## src/rtl/wisc_fetch_pkg.sv

```systemverilog
// rtl/wisc_fetch_pkg.sv - shared defaults and queue entry type for the WISC-F15 fetch stage
package wisc_fetch_pkg;

    localparam logic [15:0] RESET_PC_DEFAULT   = 16'h0000;
    localparam logic [3:0]  HLT_OPCODE_DEFAULT = 4'hF;

    typedef struct packed {
        logic [15:0] instr;
        logic [15:0] pc_plus1;
    } fetch_entry_t;

endpackage

```

## src/rtl/fetch_queue.sv

```systemverilog
// rtl/fetch_queue.sv - two-entry synchronous FIFO of fetched words with flush
module fetch_queue
    import wisc_fetch_pkg::*;
(
    input  logic         clk,
    input  logic         rst,
    input  logic         i_push,
    input  logic         i_pop,
    input  logic         i_flush,
    input  fetch_entry_t i_push_entry,
    output fetch_entry_t o_head,
    output logic [1:0]   o_count
);

    fetch_entry_t r_mem [2];
    logic         r_rd_ptr;
    logic         r_wr_ptr;
    logic [1:0]   r_count;

    // Push into a full queue is only legal together with a pop; the caller guarantees that.
    always_ff @(posedge clk or posedge rst) begin
        if (rst) begin
            r_mem[0] <= '0;
            r_mem[1] <= '0;
            r_rd_ptr <= 1'b0;
            r_wr_ptr <= 1'b0;
            r_count  <= 2'd0;
        end else if (i_flush) begin
            r_rd_ptr <= 1'b0;
            r_wr_ptr <= 1'b0;
            r_count  <= 2'd0;
        end else begin
            if (i_push) begin
                r_mem[r_wr_ptr] <= i_push_entry;
                r_wr_ptr        <= ~r_wr_ptr;
            end
            if (i_pop) begin
                r_rd_ptr <= ~r_rd_ptr;
            end
            case ({i_push, i_pop})
                2'b10:   r_count <= r_count + 2'd1;
                2'b01:   r_count <= r_count - 2'd1;
                default: r_count <= r_count;
            endcase
        end
    end

    assign o_head  = r_mem[r_rd_ptr];
    assign o_count = r_count;

endmodule

```

## src/rtl/instr_fetch_unit.sv

```systemverilog
// rtl/instr_fetch_unit.sv - WISC-F15 fetch stage: PC, halt flag, issue logic and output queue
module instr_fetch_unit
    import wisc_fetch_pkg::*;
#(
    parameter logic [15:0] RESET_PC   = RESET_PC_DEFAULT,
    parameter logic [3:0]  HLT_OPCODE = HLT_OPCODE_DEFAULT
) (
    input  logic        clk,
    input  logic        rst,
    output logic [15:0] im_addr,
    output logic        im_rd_en,
    input  logic [15:0] im_instr,
    output logic        out_valid,
    input  logic        out_ready,
    output logic [15:0] out_instr,
    output logic [15:0] out_pc_plus1,
    input  logic        redirect,
    input  logic [15:0] redirect_pc,
    output logic        halted
);

    logic [15:0]  r_pc;
    logic         r_halted;
    logic [1:0]   w_count;
    logic         w_pop;
    logic         w_issue;
    logic [15:0]  w_pc_plus1;
    fetch_entry_t w_push_entry;
    fetch_entry_t w_head;

    assign w_pc_plus1   = r_pc + 16'd1;
    assign out_valid    = (w_count != 2'd0);
    assign w_pop        = out_valid & out_ready;
    // A slot frees up in the same cycle as a pop, so a full queue can still accept a word.
    assign w_issue      = ~rst & ~r_halted & ~redirect & ((w_count != 2'd2) | w_pop);
    assign w_push_entry = '{instr: im_instr, pc_plus1: w_pc_plus1};

    fetch_queue u_queue (
        .clk          (clk),
        .rst          (rst),
        .i_push       (w_issue),
        .i_pop        (w_pop),
        .i_flush      (redirect),
        .i_push_entry (w_push_entry),
        .o_head       (w_head),
        .o_count      (w_count)
    );

    // Redirect wins over issue and also discards any halt seen on the wrong path.
    always_ff @(posedge clk or posedge rst) begin
        if (rst) begin
            r_pc     <= RESET_PC;
            r_halted <= 1'b0;
        end else if (redirect) begin
            r_pc     <= redirect_pc;
            r_halted <= 1'b0;
        end else if (w_issue) begin
            r_pc <= w_pc_plus1;
            if (im_instr[15:12] == HLT_OPCODE) begin
                r_halted <= 1'b1;
            end
        end
    end

    assign im_addr      = r_pc;
    assign im_rd_en     = w_issue;
    assign out_instr    = w_head.instr;
    assign out_pc_plus1 = w_head.pc_plus1;
    assign halted       = r_halted;

endmodule

```

## config.mk

```make
export PLATFORM = sky130hd
export DESIGN_NAME = instr_fetch_unit
export DESIGN_NICKNAME = d
export VERILOG_FILES = /design/src/rtl/wisc_fetch_pkg.sv /design/src/rtl/fetch_queue.sv /design/src/rtl/instr_fetch_unit.sv
export SDC_FILE = /design/constraint.sdc
export NUM_CORES = 1
export LEC_CHECK = 0
export BUFFER_PORTS_ARGS = -buffer_cell sky130_fd_sc_hd__buf_2
export CAP_MARGIN = 15
export CORE_UTILIZATION = 40
export CTS_BUF_LIST = sky130_fd_sc_hd__clkbuf_4 sky130_fd_sc_hd__clkbuf_8
export CTS_CLUSTER_DIAMETER = 30
export DETAILED_ROUTE_END_ITERATION = 8
export GPL_ROUTABILITY_DRIVEN = 0
export MAX_ROUTING_LAYER = met4
export SLEW_MARGIN = 30
export SYNTH_ARGS = -nofsm -noshare
export SYNTH_HDL_FRONTEND = slang
export SYNTH_SLANG_ARGS = --single-unit
```

## constraint.sdc

```tcl
create_clock -name clk -period 3.4 [get_ports clk]
set_input_delay 0.68 -clock clk [delete_from_list [all_inputs] [get_ports clk]]
set_output_delay 0.68 -clock clk [all_outputs]
set_load 0.03 [all_outputs]
```

==> After elaboration in Yosys (flattened, before gate mapping) <==
Cells that the tools add are included.
{ "word_totals": {"register_bits": 85, "out_inout_bits": 51, "wordCells": 56} }
{ "classes": {"add_sub_neg": 3, "n_lt_le_gt_ge": 3, "eq_ne": 4, "mux": 17, "bitwise_logic": 12, "n_reduce_logical": 8} }
{ "op_table": {"columns": ["cell", "n"], "rows": [
  ["two-way mux 32 bit", 4],
  ["bitwise mux 64 bit", 1],
  ["demux 32 bit (select 1 bit)", 1],
  ["two-way mux 16 bit", 2],
  ["adder 16 x 1 -> 16 bit (second input constant)", 1],
  ["nonzero test 2 bit", 4],
  ["two-way mux 1 bit", 7],
  ["NOT 1 bit", 5],
  ["AND 1 bit", 4],
  ["equality test 4 bit (second input constant)", 1],
  ["greater-or-equal comparator 2 bit (second input constant)", 2],
  ["NOT 1 -> 2 bit", 2],
  ["case mux 2 bit (2 select lines)", 1],
  ["AND reduction 2 bit", 2],
  ["nonzero test 3 bit", 1],
  ["adder 2 x 1 -> 2 bit (second input constant)", 1],
  ["equality test 2 x 1 -> 1 bit (second input constant)", 1],
  ["equality test 2 bit (second input constant)", 1],
  ["< comparator 2 x 1 -> 1 bit (second input constant)", 1],
  ["two-way mux 2 bit", 1],
  ["!= test 2 bit (second input constant)", 1],
  ["subtractor 2 x 1 -> 2 bit (second input constant)", 1],
  ["logical AND 1 bit", 1],
  ["bitwise OR 1 bit", 1]
]} }

==> Longest topological paths before layout <==
Gate-level depths: netlist of run 1.
{ "depth": {"depth_word": 7, "ltp_mapped": 7, "ltp_nobuf": 5} }

==> Modules after synthesis <==
Synthesis of run 1 repeated with hierarchy kept, for this count alone.
{ "unflattened": {"cells_unflattened": 319, "hier_area_um2": 4159.0} }
{ "by_module_without_submodules": {"columns": ["module", "instances", "cells_each", "area_each_um2", "seq_area_each_um2"], "rows": [
  ["fetch_queue", 1, 191, 2977.9, 1701.6],
  ["instr_fetch_unit", 1, 128, 1181.1, 425.4]
]} }

==> Least setup slack after synthesis of run 1 <==
OpenSTA, ideal clock, no wires.
{ "synth_timing": {"path_type": "in2out", "from": "input port redirect", "to": "output port im_rd_en", "t_arrival_ns": 1.703, "t_required_ns": 2.720, "slack_ns": 1.017, "path_stages": 4, "n_path_buf": 3, "cell_sequence": "clkbuf_1 -> clkbuf_1 -> clkbuf_1 -> nor2_1"} }
{ "synth_via": {"elab_chain_cells": 3} }
{ "synth_lines": {"columns": ["element", "line", "source"], "rows": [
  ["start, declared", "instr_fetch_unit.sv:17", "input logic redirect,"],
  ["NOT 1 bit (no source line)", null, null],
  ["AND 1 bit (2 in series)", "instr_fetch_unit.sv:35", "assign w_issue = ~rst & ~r_halted & ~redirect & ((w_count != 2'd2) | w_pop);"],
  ["end, declared", "instr_fetch_unit.sv:11", "output logic im_rd_en,"]
]} }
Every way passes these cells.

==> Worst setup path after layout of run 1 <==
{ "layout_timing": {"from": "register u_queue.r_count[0] (netlist: u_queue.o_count[0])", "to": "output port im_rd_en"} }
{ "layout_via": {"elab_chain_cells": 4, "elab_cells_between_ends": 5, "classes_between": "eq/ne (1); bitwise (3); reduce/logical (1)"} }
{ "layout_lines": {"columns": ["element", "line", "source"], "rows": [
  ["start, declared", "fetch_queue.sv:18", "logic [1:0] r_count;"],
  ["start signal, assigned", "fetch_queue.sv:41", "2'b10: r_count <= r_count + 2'd1;"],
  ["start signal, assigned", "fetch_queue.sv:42", "2'b01: r_count <= r_count - 2'd1;"],
  ["start signal, assigned", "fetch_queue.sv:43", "default: r_count <= r_count;"],
  ["nonzero test 2 bit", "instr_fetch_unit.sv:32", "assign out_valid = (w_count != 2'd0);"],
  ["AND 1 bit", "instr_fetch_unit.sv:33", "assign w_pop = out_valid & out_ready;"],
  ["bitwise OR 1 bit (*)", "instr_fetch_unit.sv:35", null],
  ["AND 1 bit (*)", "instr_fetch_unit.sv:35", null]
]} }
Mark *: on every way between the ends. The rest lies on a longest branch, timed or not.

==> results.yml, run 1 <==
clocking:
  cts_hold_buffers: 0
  cts_setup_buffers: 0
  tritoncts: "yes"
  clockBufferDepth: 2
  htree_levels: 3
  clkTransAtPathRegs_ns: 0.08
  clock_latency_ns: 0.35
  cts.repair.resized: 0
  cts_root_buffer: "clkbuf_8"
  numCtsBuffers: 9
  clock_sinks: 85
timing:
  fin_tns_setup_ns: 0
  fmax_mhz: 394
  relSlewSlack: 0.362
  setup_viol: 0
  rsz0062_at_grt: "no"
  period_share: 0.746
  drv_slew: 0
  min_period_ns: 2.54
  skew_ns: 0.0133
  hold_viol: 0
  worst_slew_pin_slew_ns: 0.955
critical_path:
  cp_top_family: "simple AND/OR/NAND/NOR gates"
  timing_worst_setup_path_type: "register to primary output"
  required_ns: 2.72
  start_kind: "register"
  cp_max_fo: 11
  crit_path_end_kind: "primary output"
  crit_chain: "or3b_1 > nand2_1 > nor2_1 > buf_2"
  cp.arrival_ns: 1.86
  path_buf_inv: 1
  critical_path.slowest_cell: "or3b_1"
  max_stage_delay_ns: 0.47
logic_synthesis:
  netlist.top_cell.by_area: "dfrtp_1"
  ys.flop_type: "dfrtp_1"
  syn-cell-area_um2: 4210
  synth_edf_count: 0
  synth_seq_cells: 85
  postSynthAreaPerCell_um2: 9.13
  yosys-top-cells-area: "dfrtp_1 (51%), nand2_1 (13%), mux2_2 (8.6%)"
  synth_top_area_frac: 0.506
  syn-num-nets: 498
  synth_sequential_area_ratio: 0.506
  synth_cell_types: 40
  synth_common_cells: "nand2_1 (151), dfrtp_1 (85), mux2_2 (32), o21ai_0 (28), clkbuf_1 (20)"
  yosys_warnings: 0
  synth_most_common_cell: "nand2_1"
  async_flop_share: 1.00
  synthCells: 461
global_route:
  grt_usage: 0.197
  grt_pass1_wl_um: 16500
  grt_max_degree: 47
  grt.overflow.total: 0
  grt_pass1_vias: 3259
  antenna_found_initial: 0
route:
  drt-initial-drc-count: 145
  route.detailed.vias_per_inst: 5.17
  dr.pass1.iters: 4
  vias: 3499
  drc_errors: 0
  ant_nets: 0
  wl_per_cell_um: 15.0
  wirelength_um: 10200
final_layout:
  area_delta_synth_final_pct: 19.1
  design_area_um2: 5010
  num_antenna_cells: 0
  final_util: 0.488
  register_area_um2: 2130
  multiInputGateArea_um2: 1940
  nFillCells: 1047
  nets: 573
  drive_gt1_frac: 0.272
job:
  maxCapViolations: 0
power_and_ir_drop:
  p_leak_nw: 2.41
  powerDensity_nw_per_um2: 626
  peakVddDrop_uv: 241
  power_w: 0.00314
floorplan:
  io_pins: 87
  die_h_um: 105
  core_um2: 10300
  initial_core_util: 0.409
  die_w_um: 105
  die_area_um2: 10900
  rows: 37
worst_hold_path:
  hold_class: "primary input to async pin"
run_status:
  status: "completed"
placement:
  post_dp_cell_area_um2: 4760
  dp_hpwl_um: 6980
  io_buffers: 86
[cell usage in the layout (no fill, tap or decap), types with 2 or more instances in the layout]
cell / instances
a21oi_1: 2
a22oi_1: 2
a31oi_1: 5
and2_1: 2
and3_1: 3
buf_12: 2
buf_2: 86
buf_4: 4
bufinv_16: 3
clkbuf_8: 10
clkinv_4: 2
dfrtp_1: 85
inv_1: 2
mux2_2: 32
mux2i_1: 3
nand2_1: 151
nand3_1: 15
nand4_1: 5
nand4b_1: 2
nor2_1: 18
nor2b_1: 2
nor3_1: 6
nor3b_1: 2
nor4_1: 5
o211ai_1: 4
o21ai_0: 28
o21ai_1: 8
o311ai_0: 3
o31ai_1: 3
or2_1: 2
or2_2: 3
or3_1: 2
or4_1: 8
xnor2_1: 15
xor2_1: 5
[area by class of cell]
| class | count | share of cell area |
|---|---|---|
| Sequential cell | 85 | 0.424 |
| Inverter | 4 | 0.00325 |
| Timing Repair Buffer | 92 | 0.0999 |
| Tap cell | 136 | 0.0340 |
| Clock buffer | 11 | 0.0290 |
| Clock inverter | 5 | 0.0215 |
| Multi-Input combinational cell | 344 | 0.388 |
[path summary, 6_finish.rpt]
kind / slack (ns) / from / end / depth (start not counted)
max: 0.86 / u_queue.o_count[0] / im_rd_en / 4
min: 0.45 / rst / halted / 2
max reg2reg: 1.09 / halted / u_queue.r_mem[47] / 4
min reg2reg: 0.47 / u_queue.r_mem[16] / u_queue.r_mem[16] / 2
max in group asynchronous: 2.25 / rst / u_queue.r_wr_ptr / 3
min in group clk: 0.47 / u_queue.r_mem[16] / u_queue.r_mem[16] / 2
[report_power, final]
group	total [W]	switching, W	internal, W
logic	0.000870	0.000553	0.000317
registers	0.00139	0.000149	0.00124
clock network	0.000879	0.000360	0.000519
total	0.00314	0.00106	0.00208
[routing by layer]
metal	global-route usage	vias to the layer above	part of all wire
met5	-	-	0
met4	0.0541	0	0.014
met3	0.0356	11	0.040
met2	0.313	80	0.47
met1	0.260	1692	0.48
li1	-	1716	-
[flip-flops by register name (all words and copies together) (netlist names)]
signal and count:
u_queue.r_wr_ptr 1, im_addr 16, u_queue.o_count 2, u_queue.r_mem 64, halted 1, u_queue.r_rd_ptr 1
[logic make-up after synthesis]
group / count (synthesis) / share of synthesized area
compound gates: 56 / 0.0770
buf+inv: 32 / 0.0339
flops: 85 / 0.506
mux: 35 / 0.0928
simple gates: 232 / 0.246
fa+ha+maj: 1 / 0.00297
xor+xnor: 20 / 0.0416
[per-stage QoR]
stage	setup slack [ns]	hold WS [ns]	instances
after global placement	0.770	0.452	661
final	0.862	0.446	677
after CTS	0.862	0.460	677
after global routing	0.707	0.494	677
after floorplan	0.527	0.440	461
after detailed placement	0.744	0.457	661
Power figures use the tool's default switching activity.
==> inputs of run 2 (changes only) <==
--- a/config.mk
+++ b/config.mk
@@ -5,6 +5,7 @@
 export SDC_FILE = /design/constraint.sdc
 export NUM_CORES = 1
 export LEC_CHECK = 0
+export ABC_AREA = 1
 export BUFFER_PORTS_ARGS = -buffer_cell sky130_fd_sc_hd__buf_2
 export CAP_MARGIN = 15
 export CORE_UTILIZATION = 40
==> constraint.sdc (replaced) <==
create_clock -name clk -period 2.4 [get_ports clk]
set_input_delay 0.48 -clock clk [delete_from_list [all_inputs] [get_ports clk]]
set_output_delay 0.48 -clock clk [all_outputs]
set_load 0.03 [all_outputs]
==> run 2 against run 1 <==
Highest routed layer unchanged. Setup slack lost 0.56 ns. Global-route usage increased by 0.53 points. Power grew 68%.
==> results.yml, run 2 <==
run_status:
  status: "completed"
worst_hold_path:
  hold_class: "primary input to async pin"
global_route:
  grt_max_degree: 52
  grt_usage: 0.203
  grt.overflow.total: 0
  grt_pass1_wl_um: 17500
  antenna_found_initial: 0
  grt_pass1_vias: 3582
clocking:
  clock_sinks: 85
  clockBufferDepth: 2
  tritoncts: "yes"
  cts_hold_buffers: 0
  numCtsBuffers: 9
  cts_root_buffer: "clkbuf_8"
  htree_levels: 3
  clock_latency_ns: 0.36
  cts_setup_buffers: 0
  clkTransAtPathRegs_ns: 0.08
  cts.repair.resized: 0
power_and_ir_drop:
  p_leak_nw: 2.76
  power_switching_w: 0.00217
  p_sw_frac: 0.410
  p_int_w: 0.00312
  powerDensity_nw_per_um2: 1030
  seqPwrFrac: 0.410
  clock_power_share: 0.213
  power_frac_comb: 0.377
  peakVddDrop_uv: 419
critical_path:
  max_stage_delay_ns: 0.38
  crit_chain: "inv_1 > buf_4 > nand2_1 > nand2_1 > buf_2"
  timing_worst_setup_path_type: "register to primary output"
  cp_max_fo: 18
  cp_common_cell: "nand2_1"
  required_ns: 1.92
  crit_path_end_kind: "primary output"
  crit_path_start: "u_queue.r_rd_ptr"
  rrSetupSlack_ns: 0.58
  path_buf_inv: 3
  cp.arrival_ns: 1.62
  rr_startpoint: "im_addr[0]"
  start_kind: "register"
  critical_path.slowest_cell: "dfrtp_1"
  cp_top_family: "buffers and inverters"
route:
  dr.pass1.iters: 4
  vias: 3731
  wirelength_um: 10200
  drc_errors: 0
  ant_nets: 0
  wl_per_cell_um: 13.3
  drt-initial-drc-count: 221
  route.detailed.vias_per_inst: 4.84
timing:
  worst_slew_pin_slew_ns: 0.603
  setup_slack_ns: 0.304
  fin_tns_setup_ns: 0
  drv_slew: 0
  min_period_ns: 2.10
  period_share: 0.873
  relSlewSlack: 0.598
  setup_viol: 0
  rsz0062_at_grt: "no"
  hold_viol: 0
  fmax_mhz: 477
  skew_ns: 0.0121
logic_synthesis:
  synth_common_cells: "nand2_1 (241), dfrtp_1 (85), inv_1 (50), nand3_1 (34), o21ai_2 (33)"
  synthCells: 549
  synth_edf_count: 0
  yosys_warnings: 0
  syn-num-nets: 586
  synth_most_common_cell: "nand2_1"
  ys.flop_type: "dfrtp_1"
  synth_seq_cells: 85
  postSynthAreaPerCell_um2: 7.98
  synth_sequential_area_ratio: 0.486
  syn-cell-area_um2: 4380
  synth_cell_types: 28
  async_flop_share: 1.00
  netlist.top_cell.by_area: "dfrtp_1"
  synth_top_area_frac: 0.486
  yosys-top-cells-area: "dfrtp_1 (49%), nand2_1 (21%), o21ai_2 (6.6%)"
final_layout:
  stdcell_count: 771
  num_antenna_cells: 0
  top_register: "u_queue.r_mem"
  area_delta_synth_final_pct: 16.9
  drive_gt1_frac: 0.260
  design_area_um2: 5120
  final_common_cell: "nand2_1"
  nets: 668
  largest_register_ffs: 64
  layout_common_cells: "nand2_1 (233), buf_2 (86), dfrtp_1 (85), inv_1 (49), o21ai_2 (33)"
job:
  maxCapViolations: 0
placement:
  io_buffers: 86
  dp_slack_ns: 0.551
  dp.cells: 756
  post_dp_cell_area_um2: 4900
  dp_hpwl_um: 7130
floorplan:
  die_area_um2: 11400
  initial_core_util: 0.419
  core_um2: 10500
  die_h_um: 107
  rows: 37
  io_pins: 87
  die_w_um: 107
-- run 2: changes by cell type in the layout (fill, tap and decap cells not counted), moves of 7 or more --
cell	delta
nand2_2	+7
xnor2_1	-14
mux2_2	-32
nand2_1	+82
nand3_1	+17
o21ai_2	+33
or4_1	-8
inv_1	+47
-- run 2: routing by layer --
metal | wire [µm] | part of all wire | track usage
met1 | 5070 | 0.50 | 0.280
met2 | 4620 | 0.45 | 0.307
met3 | 367 | 0.036 | 0.0231
met4 | 163 | 0.016 | 0.0773
met5 | 0 | 0 | -
-- run 2: final cells by class --
type,count,area (µm²)
Fill cell,1075,5340
Sequential cell,85,2130
Inverter,56,226
Tap cell,136,170
Timing Repair Buffer,93,483
Multi-Input combinational cell,386,1900
Clock buffer,11,145
Clock inverter,4,72.6
-- run 2: power by group through the flow --
stage	Sequential (W)	Combinational [W]	Clock (W)
2_1_floorplan	0.00221	0.00148	0
3_3_place_gp	0.00219	0.00197	0
3_5_place_dp	0.00219	0.00202	0
4_1_cts	0.00217	0.00202	0.00115
5_1_grt	0.00223	0.00221	0.00120
6_report	0.00217	0.00199	0.00113
-- run 2: worst reg2reg max path, cell delays in order, from the launching register on --
cell and delay [ns]:
dfrtp_1 0.54, ha_1 0.28, nand3_1 0.15, nor2_1 0.25, nand4_1 0.24, nand3_1 0.16, o21ai_0 0.09
-- run 2: kinds of logic (layout without fill, tap and decap cells) --
| logic type | Yosys count | in the layout | synth area share |
|---|---|---|---|
| compound gates | 70 | 70 | 0.111 |
| xor+xnor | 7 | 7 | 0.0140 |
| fa+ha+maj | 1 | 1 | 0.00286 |
| buf+inv | 78 | 164 | 0.0906 |
| flops | 85 | 85 | 0.486 |
| simple gates | 308 | 308 | 0.296 |
-- run 2: worst paths after layout --
kind                                      end  cells after the start
setup / recovery             out_pc_plus1[11]                      5
hold / removal             u_queue.o_count[1]                      3
setup reg to reg            u_queue.r_mem[46]                      6
hold reg to reg             u_queue.r_mem[13]                      2
max in group asynchronous   u_queue.r_mem[30]                      4
min in group clk                  im_addr[10]                      3
-- run 2: metrics by stage --
stage          total power [W]  utilization  hold slack [ns]
2_1_floorplan          0.00368            -            0.439
3_3_place_gp           0.00416        0.469            0.451
3_5_place_dp           0.00421        0.469            0.457
4_1_cts                0.00534        0.489            0.330
5_1_grt                0.00565        0.489            0.334
6_report               0.00529        0.489            0.323
==> inputs of run 3 (changes only) <==
--- a/config.mk
+++ b/config.mk
@@ -8,11 +8,13 @@
 export ABC_AREA = 1
 export BUFFER_PORTS_ARGS = -buffer_cell sky130_fd_sc_hd__buf_2
 export CAP_MARGIN = 15
+export CORE_ASPECT_RATIO = 1.5
 export CORE_UTILIZATION = 40
 export CTS_BUF_LIST = sky130_fd_sc_hd__clkbuf_4 sky130_fd_sc_hd__clkbuf_8
 export CTS_CLUSTER_DIAMETER = 30
 export DETAILED_ROUTE_END_ITERATION = 8
 export GPL_ROUTABILITY_DRIVEN = 0
+export GPL_TIMING_DRIVEN = 0
 export MAX_ROUTING_LAYER = met4
 export SLEW_MARGIN = 30
 export SYNTH_ARGS = -nofsm -noshare
==> run 3 against run 2 <==
Core utilization up 1.2 points. Highest routed layer unchanged. Via count is 2.7% higher. First-iteration DRC count decreased by 11%. Register-to-register slack better by 0.04 ns. Setup slack got worse by 0.21 ns. Critical endpoint is now out_pc_plus1[9]. Combinational power is 4% higher. Worst hold slack worse by 0.17 ns. Clock skew barely moved. Sequential power about the same. Largest cell class unchanged. Critical path depth stayed put. Clock power shrank 9.7%. Largest power group unchanged.
==> results.yml, run 3 (synthesized netlist as in run 2, its figures left out) <==
final_layout:
  top_register: "u_queue.r_mem"
  largest_register_ffs: 64
  nets: 685
  nFillCells: 1103
  area_delta_synth_final_pct: 21.3
  num_antenna_cells: 0
  stdcell_count: 796
  final_common_cell: "nand2_1"
  drive_gt1_frac: 0.271
  layout_common_cells: "nand2_1 (233), buf_2 (87), dfrtp_1 (85), inv_1 (49), o21ai_2 (33)"
timing:
  relSlewSlack: 0.634
  worst_slew_pin_slew_ns: 0.547
  min_period_ns: 2.30
  skew_ns: 0.0118
  rsz0062_at_grt: "yes"
  period_share: 0.959
  fmax_mhz: 435
  setup_viol: 0
  drv_slew: 0
  whs_ns: 0.154
  hold_viol: 0
floorplan:
  rows: 46
  die_w_um: 87.4
  initial_core_util: 0.414
  die_h_um: 130
  io_pins: 87
  die_area_um2: 11400
  core_um2: 10600
critical_path:
  crit_chain: "clkbuf_1 > clkbuf_1 > nand2_1 > nand2_1 > buf_2"
  timing_worst_setup_path_type: "register to primary output"
  cp_max_fo: 10
  cp_top_family: "buffers and inverters"
  crit_path_end_kind: "primary output"
  start_kind: "register"
  critical_path.slowest_cell: "clkbuf_1"
  max_stage_delay_ns: 0.45
  required_ns: 1.92
  cp.arrival_ns: 1.82
  path_buf_inv: 3
clocking:
  cts_setup_buffers: 0
  clockBufferDepth: 2
  cts_hold_buffers: 0
  clock_sinks: 85
  clock_latency_ns: 0.36
  tritoncts: "yes"
  cts_root_buffer: "clkbuf_8"
  clkTransAtPathRegs_ns: 0.09
  numCtsBuffers: 9
  htree_levels: 3
route:
  ant_nets: 0
  drt-initial-drc-count: 196
  dr.pass1.iters: 5
  route.detailed.vias_per_inst: 4.81
  wl_per_cell_um: 14.3
  drc_errors: 0
  vias: 3831
  wirelength_um: 11400
power_and_ir_drop:
  peakVddDrop_uv: 482
  powerDensity_nw_per_um2: 991
  p_leak_nw: 2.85
global_route:
  grt_pass1_vias: 3908
  grt_pass1_wl_um: 18800
  grt_max_degree: 28
  grt_usage: 0.226
  grt.overflow.total: 0
  antenna_found_initial: 0
placement:
  dp.cells: 781
  dp_hpwl_um: 8520
  io_buffers: 85
run_status:
  status: "completed"
worst_hold_path:
  hold_class: "primary input to async pin"
job:
  maxCapViolations: 0
[run 3: repair_timing]
| item | 4_1_cts | 5_1_grt |
|---|---|---|
| pin swaps | 0 | 0 |
| gates resized for setup | 2 | 5 |
| endpoints found under the setup margin | 19 | 19 |
[run 3: metal layers]
metal | global-route usage | up-vias | routed length (µm)
met4 | 0.0935 | 0 | 310
met1 | 0.246 | 1807 | 4650
li1 | - | 1917 | -
met2 | 0.409 | 88 | 6030
met5 | - | - | 0
met3 | 0.0291 | 19 | 373
[run 3: area by class of cell]
class / count / area [µm²] / share of cell area
Multi-Input combinational cell: 386 / 1900 / 0.357
Inverter: 56 / 226 / 0.0426
Tap cell: 144 / 180 / 0.0339
Sequential cell: 85 / 2130 / 0.400
Buffer: 22 / 195 / 0.0367
Timing Repair Buffer: 88 / 493 / 0.0928
Clock buffer: 11 / 145 / 0.0273
Clock inverter: 4 / 48.8 / 0.00919
[run 3: power by group]
| part | internal [W] | switching, W |
|---|---|---|
| combinational | 0.000662 | 0.00140 |
| sequential | 0.00188 | 0.000292 |
| clock | 0.000514 | 0.000509 |
| total | 0.00306 | 0.00220 |
[run 3: stage by stage]
step / area (µm²) / util / worst slack [ns] / setup TNS, ns / total power, W
final: 5310 / 0.502 / 0.0987 / 0 / 0.00526
after global routing: 5310 / 0.502 / -0.0220 / -0.130 / 0.00563
after CTS: 5310 / 0.501 / 0.0210 / 0 / 0.00532
after detailed placement: 5110 / 0.483 / 0.116 / 0 / 0.00428
after global placement: 5050 / 0.476 / -1.33 / -97.04 / 0.00422
after floorplan: 4440 / - / -0.348 / -25.01 / 0.00368
[run 3: worst paths after layout]
check,startpoint,end,slack [ns],depth (start not counted)
setup reg to reg,im_addr[0],u_queue.r_mem[46],0.62,6
hold / removal,rst,u_queue.o_count[1],0.15,2
min in group clk,redirect_pc[6],im_addr[6],0.33,3
hold reg to reg,u_queue.r_mem[15],u_queue.r_mem[15],0.47,2
setup / recovery,u_queue.r_rd_ptr,out_pc_plus1[9],0.1,5
max in group asynchronous,rst,u_queue.r_mem[35],1.36,5
